$ cat src/rtl/crc_check.sv
// Serial CRC-8 receiver check: absorbs a qualified payload stream into an LFSR,
// then compares the following 8 serial CRC bits (LSB first) and reports a sticky mismatch.
module crc_check #(
  parameter logic [7:0] SEED = 8'hD8,
  parameter logic [7:0] TAPS = 8'b1001_0001
) (
  input  logic       CLK,
  input  logic       RST,
  input  logic       DATA,
  input  logic       ACTIVE,
  input  logic       CRC_IN,
  input  logic       CRC_VALID,
  output logic       BUSY,
  output logic       DONE,
  output logic       CRC_ERR,
  output logic [1:0] state_dbg,
  output logic [2:0] bit_cnt_dbg
);

  // Handshake: no back-pressure. ACTIVE qualifies DATA and CRC_VALID qualifies
  // CRC_IN, one bit per cycle each. ACTIVE wins when both are high.
  typedef enum logic [1:0] {
    S_IDLE   = 2'd0,
    S_DATA   = 2'd1,
    S_CHECK  = 2'd2,
    S_RESULT = 2'd3
  } state_t;

  state_t     state;
  logic [7:0] crc_r;
  logic [2:0] bit_cnt;
  logic       sticky;
  logic       mismatch;

  function automatic logic [7:0] lfsr_step(input logic [7:0] r, input logic d);
    logic [7:0] nxt;
    logic       fb;
    fb     = d ^ r[0];
    nxt[7] = fb;
    for (int i = 0; i < 7; i++) begin
      nxt[i] = r[i+1] ^ (TAPS[i+1] & fb);
    end
    return nxt;
  endfunction

  assign mismatch    = (CRC_IN != crc_r[bit_cnt]);
  assign BUSY        = (state == S_DATA) || (state == S_CHECK);
  assign state_dbg   = state;
  assign bit_cnt_dbg = bit_cnt;

  always_ff @(posedge CLK or negedge RST) begin
    if (!RST) begin
      state   <= S_IDLE;
      crc_r   <= SEED;
      bit_cnt <= 3'd0;
      sticky  <= 1'b0;
      DONE    <= 1'b0;
      CRC_ERR <= 1'b0;
    end else begin
      DONE <= 1'b0;
      if (ACTIVE) begin
        if (state == S_DATA) begin
          crc_r <= lfsr_step(crc_r, DATA);
        end else begin
          // Frame start, or abort of a partial compare in CHECK.
          crc_r   <= lfsr_step(SEED, DATA);
          bit_cnt <= 3'd0;
          sticky  <= 1'b0;
        end
        state <= S_DATA;
      end else if (CRC_VALID && ((state == S_DATA) || (state == S_CHECK))) begin
        if (bit_cnt == 3'd7) begin
          state   <= S_RESULT;
          DONE    <= 1'b1;
          CRC_ERR <= sticky | mismatch;
          sticky  <= 1'b0;
          bit_cnt <= 3'd0;
        end else begin
          state   <= S_CHECK;
          sticky  <= sticky | mismatch;
          bit_cnt <= bit_cnt + 3'd1;
        end
      end
    end
  end

endmodule

$ cat config.mk
export PLATFORM = sky130hd
export DESIGN_NAME = crc_check
export DESIGN_NICKNAME = d
export VERILOG_FILES = /design/src/rtl/crc_check.sv
export SDC_FILE = /design/constraint.sdc
export NUM_CORES = 1
export LEC_CHECK = 0
export CORE_UTILIZATION = 54
export CTS_CLUSTER_DIAMETER = 100
export DETAILED_ROUTE_END_ITERATION = 8
export PLACE_DENSITY = 0.81
export SLEW_MARGIN = 20
export SYNTH_ARGS = -nofsm -noshare
export SYNTH_HDL_FRONTEND = slang
export SYNTH_SLANG_ARGS = --single-unit
$ cat constraint.sdc
create_clock -name CLK -period 4 [get_ports CLK]
set_input_delay 0.8 -clock CLK [delete_from_list [all_inputs] [get_ports CLK]]
set_output_delay 0.8 -clock CLK [all_outputs]
set_load 0.01 [all_outputs]
==> summary.txt <==
GRT
  • Overall routing resource usage: between 20% and 30%
  • Vias in the first global route: roughly 530
  • Grt ovf: 0
  • Initial antenna violation count: 0
  • Largest net degree at the start of global routing: 17
  • First-pass GRT wire length: roughly 2300 um

Final layout
  • Register area: about 410 um2
  • Area grow syn2layout: 18.57%
  • Util after Layout: ~72%
  • Post-Layout Cell Count: roughly 100
  • Commonest non-fill, non-tap cell in the layout: clkdlybuf4s50_1
  • Commonest cells after routing, fill and taps aside: clkdlybuf4s50_1, dfrtp_1, nand2_1
  • Final #Nets: 98
  • Layout cells sized above 1: between 10% and 20%
  • Post-Layout Inst Area: slightly below 0.001 mm2
  • Multi-input gate area: 382.9 um2
  • # diodes: 0
  • Fill count: a little over 100

Critical path
  • Critical Path Source Type: flop
  • CP startpoint: state_dbg[0]
  • CP Class: reg -> out
  • Crit path DAT: 1.60 ns
  • CP max FO: 3
  • CP endpoint kind: output port
  • WP data required: about 3.2 ns
  • FF-to-FF Start: state_dbg[0]

Detailed routing
  • Initial DRC count: 18
  • Drt first pass iters: 4
  • Final WL: around 1500 um
  • Via/cell ratio: between 5 and 6
  • Post-detailed-route count of antenna-violating nets: 0
  • DR vias: roughly 580
  • Post-detailed-route wirelength per cell: roughly 15 um
  • Residual DRC: 0

STA
  • Worst-Margin Slew: 0.6562 ns
  • Fin. Hold Viols: 0
  • Fmax: 0.4165 GHz
  • Min Tclk post-route: around 2.4 ns
  • Relative slew slack: between 50% and 60%
  • Fin Hold WS: approximately 0.52 ns
  • Final setup fails: 0
  • Setup clock skew after layout: 0.009721 ns
  • Final setup margin: roughly 1.6 ns
  • Fin crit share: between 60% and 70%
  • Final count of pins violating max slew: 0
  • TNS Setup: 0 ns
  • RSZ-0062 raised after global routing: no

CTS
  • Sink Count: 16
  • Hold Buf Count CTS: 0
  • CTS Buf Count: 3
  • CTS tree: yes
  • Clock Path Buffers: 2
  • Clock-pin slew on the worst setup and hold paths: 0.08 ns
  • Clk_lat worst skew: about 0.28 ns
  • CTS HTree Levels: 1
  • Setup Buffers After CTS: 0
  • CTS-repair resized insts: 0
  • Root buffer cell: clkbuf_4

Job
  • # Max-Cap Violations: 0

Placed design
  • Setup WS pre-CTS: approximately 1.7 ns
  • Placed cell count: 99
  • Area after DPL: about 950 um2
  • Placer Congestion: between 0.8 and 0.9
  • Hpwl dp: between 1000 and 1500 um
  • Port Buffers: 13

Synthesis
  • Seq cells post-synth: 16
  • Net Count, Synth: 83
  • Primary FF master, synth: dfrtp_1
  • Asr flop ratio synth: between 90% and 100%
  • Synth warn: 0
  • Post-synth EDFFs: 0
  • Post-Syn Area: 822.0 um2
  • Syn Area/Cell: between 10 and 15 um2
  • Top cells by area, synth: dfrtp_1, dfstp_2, mux2i_1, ha_1, xor2_1
  • Synth area leader: dfrtp_1
  • Syn Inst Count: 74
  • Sequential area share after synthesis: 49.32%
  • Post-synth top area share: between 30% and 40%
  • Unique masters post-synth: 23

Floorplanning
  • Die height: 41.02 um
  • Initial Util: between 60% and 70%
  • Die width: 41.02 um
  • Rows: 13
  • # IOs: 14
  • DIE AREA: roughly 0.0017 mm2
  • Core Footprint: approximately 0.0014 mm2

Hold path
  • Worst hold start: crc_r[7]
  • Hold Path Class: reg -> reg

Power
  • Max VDD drop: roughly 0.34 mV
  • Cell Pwr Density: about 540 mW/mm2
  • Leakage power: about 0.42 nW
  • Final Power: 524.5 uW

Outcome
  • Status: finished, final reports clean
## worst max-delay path, stage by stage (launching register included)
cell and delay [ns]:
dfrtp_1 0.42, ha_1 0.33, inv_1 0.06, clkdlybuf4s50_1 0.52
## sequential cells by signal (all words and copies together), names as in the netlist
register and count:
crc_r 8, bit_cnt_dbg 3, state_dbg 2, CRC_ERR 1
DONE 1, sticky 1
## cells in the mapped netlist (all sizes together), types with 3 or more instances
| cell type | count |
|---|---|
| a21oi | 4 |
| a22o | 3 |
| mux2i | 6 |
| dfrtp | 12 |
| nor2 | 4 |
| o21ai | 4 |
| inv | 4 |
| nand2 | 8 |
| ha | 3 |
| xor2 | 4 |
| dfstp | 4 |
## path summary, 6_finish.rpt
check / cells past startpoint / slack (ns) / to
worst min register to register: 2 / 0.52 / crc_r[7]
max in group asynchronous: 1 / 2.65 / state_dbg[0]
worst min-delay path: 2 / 0.52 / crc_r[7]
worst max-delay path: 3 / 1.60 / BUSY
min in group asynchronous: 1 / 0.91 / DONE
worst max register to register: 5 / 2.27 / CRC_ERR
## power breakdown
group	internal, mW	leakage (nW)	switching [mW]
sequential	0.213	0.191	0.0461
combinational	0.106	0.217	0.0819
clock	0.0349	0.0138	0.0425
## layout make-up
class                           instances  share of cell area [%]
Sequential cell                        16                   41.59
Multi-Input combinational cell         51                   39.28
Timing Repair Buffer                   13                   13.35
Clock buffer                            3                   2.311
Tap cell                               15                   1.926
Inverter                                4                   1.540
## cells by family (layout without fill, tap and decap cells)
| logic type | after synthesis | count (layout) | share of synthesized area (%) |
|---|---|---|---|
| compound gates | 16 | 16 | 13.24 |
| xor+xnor | 6 | 6 | 6.393 |
| fa+ha+maj | 3 | 3 | 4.567 |
| buf+inv | 7 | 20 | 4.109 |
| flops | 16 | 16 | 49.32 |
| mux | 9 | 9 | 12.79 |
| simple gates | 17 | 17 | 9.590 |
## layer usage
metal	global-route usage [%]	wire [um]	up-vias
met5	0	0	-
met4	9.167	16	0
met3	8.696	84	2
met2	33.20	684	15
met1	28.22	722	271
li1	-	-	287
(Power assumes the default switching activity.)
